[src/rtl/mem_access_unit.sv]
// MEM stage: issues data-memory requests, holds the pipeline until ack or
// timeout, and registers MEM/WB results. Branch resolution is combinational.
module mem_access_unit #(
  parameter int MAX_WAIT = 255
) (
  input  logic        clk,
  input  logic        rst,
  input  logic        in_valid,
  input  logic        regWrite,
  input  logic        memToReg,
  input  logic        branch,
  input  logic        memRead,
  input  logic        memWrite,
  input  logic        zero,
  input  logic [63:0] pcOff,
  input  logic [63:0] ALUres,
  input  logic [63:0] rd2,
  input  logic [4:0]  wa,
  output logic        stall,
  output logic        pc_src,
  output logic [63:0] pc_target,
  output logic        dmem_req,
  output logic        dmem_we,
  output logic [63:0] dmem_addr,
  output logic [63:0] dmem_wdata,
  input  logic        dmem_ack,
  input  logic [63:0] dmem_rdata,
  output logic        wb_valid,
  output logic        wb_regWrite,
  output logic        wb_memToReg,
  output logic [63:0] wb_rdata,
  output logic [63:0] wb_alu,
  output logic [4:0]  wb_wa,
  output logic        mem_err
);

  // Counter only needs to reach MAX_WAIT-1: the timeout fires on that WAIT cycle.
  localparam int CW = (MAX_WAIT < 2) ? 1 : $clog2(MAX_WAIT);
  localparam logic [CW-1:0] LAST = CW'(MAX_WAIT - 1);

  typedef enum logic {IDLE, WAIT} state_t;

  typedef struct packed {
    logic       regWrite;
    logic       memToReg;
    logic [4:0] wa;
    logic       we;
  } ctl_t;

  state_t        state, nxt;
  logic [CW-1:0] cnt;
  ctl_t          ctl_q;
  logic          memop, timeout;

  assign memop   = in_valid & (memRead | memWrite);
  assign timeout = (state == WAIT) & ~dmem_ack & (cnt == LAST);

  always_comb begin
    nxt   = state;
    stall = 1'b0;
    if (state == IDLE) begin
      stall = memop;
      if (memop) nxt = WAIT;
    end else begin
      // Timeout releases the stall so the abandoned op leaves EX/MEM.
      stall = ~dmem_ack & ~timeout;
      if (dmem_ack | timeout) nxt = IDLE;
    end
  end

  assign pc_src    = in_valid & branch & zero & ~stall;
  assign pc_target = pcOff;

  always_ff @(posedge clk) begin
    if (!rst) state <= IDLE;
    else      state <= nxt;
  end

  always_ff @(posedge clk) begin
    if (!rst) begin
      cnt         <= '0;
      ctl_q       <= '0;
      dmem_req    <= 1'b0;
      dmem_we     <= 1'b0;
      dmem_addr   <= '0;
      dmem_wdata  <= '0;
      wb_valid    <= 1'b0;
      wb_regWrite <= 1'b0;
      wb_memToReg <= 1'b0;
      wb_rdata    <= '0;
      wb_alu      <= '0;
      wb_wa       <= '0;
      mem_err     <= 1'b0;
    end else if (state == IDLE) begin
      if (memop) begin
        dmem_req   <= 1'b1;
        dmem_we    <= memWrite;
        dmem_addr  <= ALUres;
        dmem_wdata <= rd2;
        ctl_q      <= '{regWrite: regWrite, memToReg: memToReg, wa: wa, we: memWrite};
        cnt        <= '0;
        wb_valid   <= 1'b0;
      end else begin
        wb_valid    <= in_valid;
        wb_regWrite <= regWrite;
        wb_memToReg <= memToReg;
        wb_rdata    <= '0;
        wb_alu      <= ALUres;
        wb_wa       <= wa;
      end
    end else if (dmem_ack) begin
      dmem_req    <= 1'b0;
      wb_valid    <= 1'b1;
      wb_regWrite <= ctl_q.regWrite;
      wb_memToReg <= ctl_q.memToReg;
      wb_rdata    <= ctl_q.we ? 64'd0 : dmem_rdata;
      wb_alu      <= dmem_addr;
      wb_wa       <= ctl_q.wa;
    end else if (timeout) begin
      // Retire a bubble-like result so nothing is written back.
      dmem_req    <= 1'b0;
      mem_err     <= 1'b1;
      wb_valid    <= 1'b1;
      wb_regWrite <= 1'b0;
      wb_memToReg <= 1'b0;
      wb_rdata    <= '0;
      wb_alu      <= dmem_addr;
      wb_wa       <= ctl_q.wa;
    end else begin
      cnt      <= cnt + CW'(1);
      wb_valid <= 1'b0;
    end
  end

endmodule

[config.mk]
export PLATFORM = sky130hd
export DESIGN_NAME = mem_access_unit
export DESIGN_NICKNAME = d
export VERILOG_FILES = /design/src/rtl/mem_access_unit.sv
export SDC_FILE = /design/constraint.sdc
export NUM_CORES = 1
export LEC_CHECK = 0
export CAP_MARGIN = 0
export CORE_AREA = 3 3 234 236
export DETAILED_ROUTE_END_ITERATION = 6
export DIE_AREA = 0 0 237 239
export SETUP_SLACK_MARGIN = 0.5
export SLEW_MARGIN = 20
export SYNTH_ARGS = -nofsm -noshare
export SYNTH_HDL_FRONTEND = slang
export SYNTH_SLANG_ARGS = --single-unit
[constraint.sdc]
create_clock -name clk -period 5.6 [get_ports clk]
set_input_delay 1.12 -clock clk [delete_from_list [all_inputs] [get_ports clk]]
set_output_delay 1.12 -clock clk [all_outputs]
set_load 0.005 [all_outputs]
### Word level (Yosys, flattened, before mapping)

Cells that the tools add are included.

* flip-flop bits (word level): 283
* output and inout port bits: 333
* logic and storage cells: 76

* add/sub/neg operators: 1
* equality and inequality tests: 5
* mux-type cells: 35
* bitwise logic cells: 13
* reduce and logical (&&, ||, !) cells: 6

Operators with widths (count)
* $mux W64: 9
* $mux W8: 4
* $mux W5: 4
* $mux W1: 18
* $add A8 B1 Y8 const B: 1
* $eq A8 B8 Y1 const B: 1
* $and A1 B1 Y1: 7
* $ne A2 B2 Y1 const B: 3
* $reduce_and A2 Y1: 3
* $reduce_and A3 Y1: 2
* $not A1 Y1: 4
* $ne A3 B2 Y1 const B: 1
* $or A1 B1 Y1: 2
* $reduce_bool A2 Y1: 1

### Longest topological paths before layout

* depth after elaboration: 8
* mapped depth: 9

### Worst setup path before layout

OpenSTA, ideal clock, no wires.

* path type: input to output
* start: in memWrite
* end: out pc_src
* arrival: 2.056 ns
* data required time: 4.480 ns
* slack: 2.424 ns
* stages on the path: 7
* cell sequence: o21a_1 nand2_2 and2_1 buf_2 buf_4 inv_2 nor2_1

* word-level cells in the longest chain between the ends: 5

Ends and longest elaborated chain
* start, declared: RTL line 13 `input logic memWrite,`
* $or A1 B1 Y1: RTL line 55 `assign memop = in_valid & (memRead | memWrite);`
* $and A1 B1 Y1: RTL line 55
* $mux W1: RTL line 61 `if (state == IDLE) begin`
* via stall: RTL line 19 `output logic stall,`
* $not A1 Y1: RTL line 71 `assign pc_src = in_valid & branch & zero & ~stall;`
* $and A1 B1 Y1: RTL line 71
* end, declared: RTL line 20 `output logic pc_src,`

The timed path passes the listed nets, and every way through them passes these cells.

### Worst setup path after layout

* start: in dmem_ack
* end: out pc_src

* word-level cells in the longest chain between the ends: 8

Ends and longest elaborated chain
* start, declared: RTL line 26 `input logic dmem_ack,`
* $not A1 Y1 (no line) (*)
* $and A1 B1 Y1 (2 in series): RTL line 56 `assign timeout = (state == WAIT) & ~dmem_ack & (cnt == LAST);`
* $not A1 Y1: RTL line 66 `stall = ~dmem_ack & ~timeout;`
* $and A1 B1 Y1 (*): RTL line 66
* $mux W1 (*): RTL line 61
* $not A1 Y1 (*): RTL line 71
* $and A1 B1 Y1 (*): RTL line 71

Every way passes the cells marked *; elsewhere a longest branch is shown, timed or not.

==> metrics list <==
* Tightest Pin Transition: 1.00 ns
- The tightest min-delay check is of the reg -> reg type.
* Number of sinks driven by the clock tree: 283
- Pwr per Cell Area: 310 nW/um^2
- Count of warnings emitted by yosys: 0
- Vias in the first global route: 9,638
* Syn Nets: 1,463
* Detailed Route WL: 41,000 um
* Later-pin clock latency in the skew report: 0.52 ns
* Synthesis-to-layout area growth: 55.9%
- Data arrives at the worst endpoint at 3.35 ns.
- Area of the core region: between 50,000 and 60,000 um^2
- Setup violations, final: 0
- CP Launch Type: input pin
* Leakage power total: 6.02 nW
- Worst Clk Skew: about 0.013 ns
- Final worst path period share: 79.9%
- Number of antenna-violating nets in the routed design: 0
- Placed wire-length estimate: roughly 29,000 um
- Die H: 239 um
* Post-CTS setup buffers: 0
- The run finished with clean final reports.
- The share of the Yosys chip area taken by registers is between 50% and 60%.
* Register-to-register setup slack: 2.45 ns
* Resized Gates After CTS: 0
- In this run, synthesis inferred 0 flip-flops with an integrated enable.
- Global routing finished with a remaining overflow of 0.
- The critical path in this run is classified as in -> out.
- For this design, the slowest cell found on the critical path is sky130_fd_sc_hd__clkdlybuf4s50_1.
- After detailed routing, the number of remaining DRC violations is 0.
* Cells along the critical path: clkdlybuf4s50_1 -> and2b_1 -> o21ai_4 -> and2_4 -> inv_2 -> nor2_1 -> clkdlybuf4s50_1
* Buffers added on ports: 475
- Total power for the finished layout comes to 0.00517 W.
- Using the TritonRoute via totals, the vias-per-cell ratio works out to 4.43.
* Number of H-tree levels: 2
* Synthesized instance count: 1,190
* Crit path capture type: primary output
* Mapped Area: 10,700 um^2
* Peak ir drop on the vdd network: approximately 0.00018 V
- The clock period could shrink to ~4.5 ns.
- Static timing analysis puts the maximum clock frequency at 0.224 GHz.
- The first routing iteration left 527 violations.
- Dominant cells by area after synthesis: sky130_fd_sc_hd__dfxtp_1 (53%), sky130_fd_sc_hd__nand2_1 (9.7%), sky130_fd_sc_hd__a21oi_1 (7.2%), sky130_fd_sc_hd__a22o_1 (5.3%), sky130_fd_sc_hd__a211oi_1 (4.9%)
* Avg Cell Area, Syn: 8.97 um^2
- Entering global routing, the biggest net connects 88 pins.
- Yosys reg bits: 283
- After routing, the total negative slack on setup checks comes to 0 ns.
* RSZ-0062 raised after global routing: false
- The worst hold path begins at ctl_q[1].
* Root Buffer Master: sky130_fd_sc_hd__clkbuf_16
- Counting the fill cells in the layout gives 5,408.
- Wire length of the first global-routing pass: 60,700 um
- Max-cap violations in this run came to 0.
- The number of pins exceeding their max-slew limit in the final report is 0.
- Total CTS buffers: 34
- TritonRoute pass-1 iters: 5
- Critical path peak fanout: 19
- The largest single stage delay on the critical path is 0.61 ns.
* GRT Total Usage: 13.6%
- Most common cell type on the critical path: sky130_fd_sc_hd__clkdlybuf4s50_1
- Synth Flop Type: sky130_fd_sc_hd__dfxtp_1
* Worst reg2reg startpoint: state
- In this run the worst setup path begins at dmem_ack.
- After clock tree synthesis, the flow added hold-fix buffers numbering 0.
* Final instance area: 16,600 um^2
- Ys async rst share: 0%
* Routed wirelength normalized by instance count: 18.1 um
- The initial utilization of the core area, before any placement, comes to between 20 and 25%.
- Required time of the worst setup path: 4.48 ns
* Row count: 84
* Number of distinct standard cells referenced by the synthesized netlist: 44
- Floorplan die area: 56,600 um^2
- Clock-pin slew was measured on the worst setup and hold paths at 0.05 ns.
* Die Width: 237 um
* Final hold violation count: 0
- Number of antenna repair diodes: 0
- Number of antenna violations at the first check in global routing: 0
- In this run the tightest slew margin relative to its limit is between 30% and 40%.
* Maximum clock insertion buffer count: 3
- Yosys top cell by area: sky130_fd_sc_hd__dfxtp_1
- Area share of the largest cell type after synthesis: 53.1%
- Once placement finished, the instance area stood at about 16,000 um^2.
* Hold Worst Slack: 0.450 ns
- Routability-driven placement finished with a final weighted congestion of 0.762.
* Number of top-level pins: between 600 and 700
- TritonCTS clock tree: yes
- Fraction of layout cells with a size suffix above 1: 4.76%
- Detailed-route via count: between 10,000 and 15,000
* Number of nets in the layout: roughly 1,800
layer usage:
layer,wire length [um],global-route usage [%],vias up
met5,0,0,-
li1,-,-,4804
met1,17100,17.2,4737
met4,1320,4.98,0
met3,3240,4.27,83
met2,19300,21.7,391
area by class of cell:
cell class | count | area, um^2 | share of cell area, %
inverters | 5 | 23.8 | 0.143
well taps | 688 | 861 | 5.17
multi-input cells | 741 | 4140 | 24.8
clock inverters | 4 | 48.8 | 0.293
flip-flops and latches | 283 | 5670 | 34.0
clock buffers | 52 | 1030 | 6.20
repair buffers | 490 | 4880 | 29.3
power by group:
| part | switching [W] | internal, W |
|---|---|---|
| Clock | 0.000850 | 0.00131 |
| Sequential | 0.0000842 | 0.00214 |
| Combinational | 0.000350 | 0.000435 |
| Total | 0.00128 | 0.00388 |
final timing paths:
check / cells after the start / end
setup / recovery: 7 / pc_src
setup reg to reg: 6 / wb_alu[54]
hold / removal: 2 / ctl_q[1]
hold reg to reg: 2 / ctl_q[1]
metrics by stage:
step           std cells  setup slack [ns]  util [%]
2_1_floorplan       1190              2.42         -
3_3_place_gp        2206              1.08      29.5
3_5_place_dp        2207              1.09      29.6
4_1_cts             2263              1.07      31.6
5_1_grt             2263             0.987      31.6
6_report            2263              1.13      31.6
worst max-delay path, delay by kind of cell:
kind	cells	cell delay [ns]
buf+inv	3	1.18
compound gates	1	0.27
simple gates	3	0.78
registers in the layout, summed over array words and instances (netlist names), 5 cells and up:
name        flops
dmem_addr      64
wb_wa           5
dmem_wdata     64
cnt             8
wb_alu         64
ctl_q           8
wb_rdata       64
logic make-up after synthesis:
group,synth area share (%)
AOI/OAI and AO/OA,25.3
xor gates and xnor gates,0.164
adders and majority gates,0.234
buffers and inverters,8.68
DFF,53.1
muxes,1.13
and+or+nand+nor,11.4
Yosys cell counts (2+ instances only):
cell type and n:
sky130_fd_sc_hd__nor2_1 8, sky130_fd_sc_hd__clkbuf_1 52, sky130_fd_sc_hd__ha_1 2, sky130_fd_sc_hd__a22o_1 64, sky130_fd_sc_hd__buf_4 66, sky130_fd_sc_hd__buf_1 3
sky130_fd_sc_hd__mux2i_1 12, sky130_fd_sc_hd__a211oi_1 70, sky130_fd_sc_hd__inv_1 3, sky130_fd_sc_hd__or3_1 3, sky130_fd_sc_hd__nand2_1 275, sky130_fd_sc_hd__o211ai_1 3
sky130_fd_sc_hd__nand4_1 2, sky130_fd_sc_hd__a21boi_0 57, sky130_fd_sc_hd__dfxtp_1 283, sky130_fd_sc_hd__nand3_1 5, sky130_fd_sc_hd__a21oi_1 154, sky130_fd_sc_hd__buf_2 39
sky130_fd_sc_hd__inv_2 2, sky130_fd_sc_hd__o21ai_0 63
cells in the final DEF, fill, tap and decap left out, types with 2 or more instances in the layout:
cell                              count
sky130_fd_sc_hd__a21boi_0            57
sky130_fd_sc_hd__mux2i_1             12
sky130_fd_sc_hd__clkdlybuf4s50_1    475
sky130_fd_sc_hd__inv_1                2
sky130_fd_sc_hd__a211oi_1            70
sky130_fd_sc_hd__buf_4               14
sky130_fd_sc_hd__nand2_1            274
sky130_fd_sc_hd__o211ai_1             3
sky130_fd_sc_hd__ha_1                 2
sky130_fd_sc_hd__o21ai_0             63
sky130_fd_sc_hd__a21oi_1            153
sky130_fd_sc_hd__inv_2                2
sky130_fd_sc_hd__clkbuf_8             5
sky130_fd_sc_hd__nand4_1              2
sky130_fd_sc_hd__dfxtp_1            282
sky130_fd_sc_hd__a22o_1              64
sky130_fd_sc_hd__nor2_1               7
sky130_fd_sc_hd__clkbuf_16           37
sky130_fd_sc_hd__clkinv_2             2
sky130_fd_sc_hd__nand3_1              5
sky130_fd_sc_hd__clkbuf_1            10
sky130_fd_sc_hd__a21oi_4              2
sky130_fd_sc_hd__or3_1                3
Note: power is estimated with default switching activity, not from simulation.
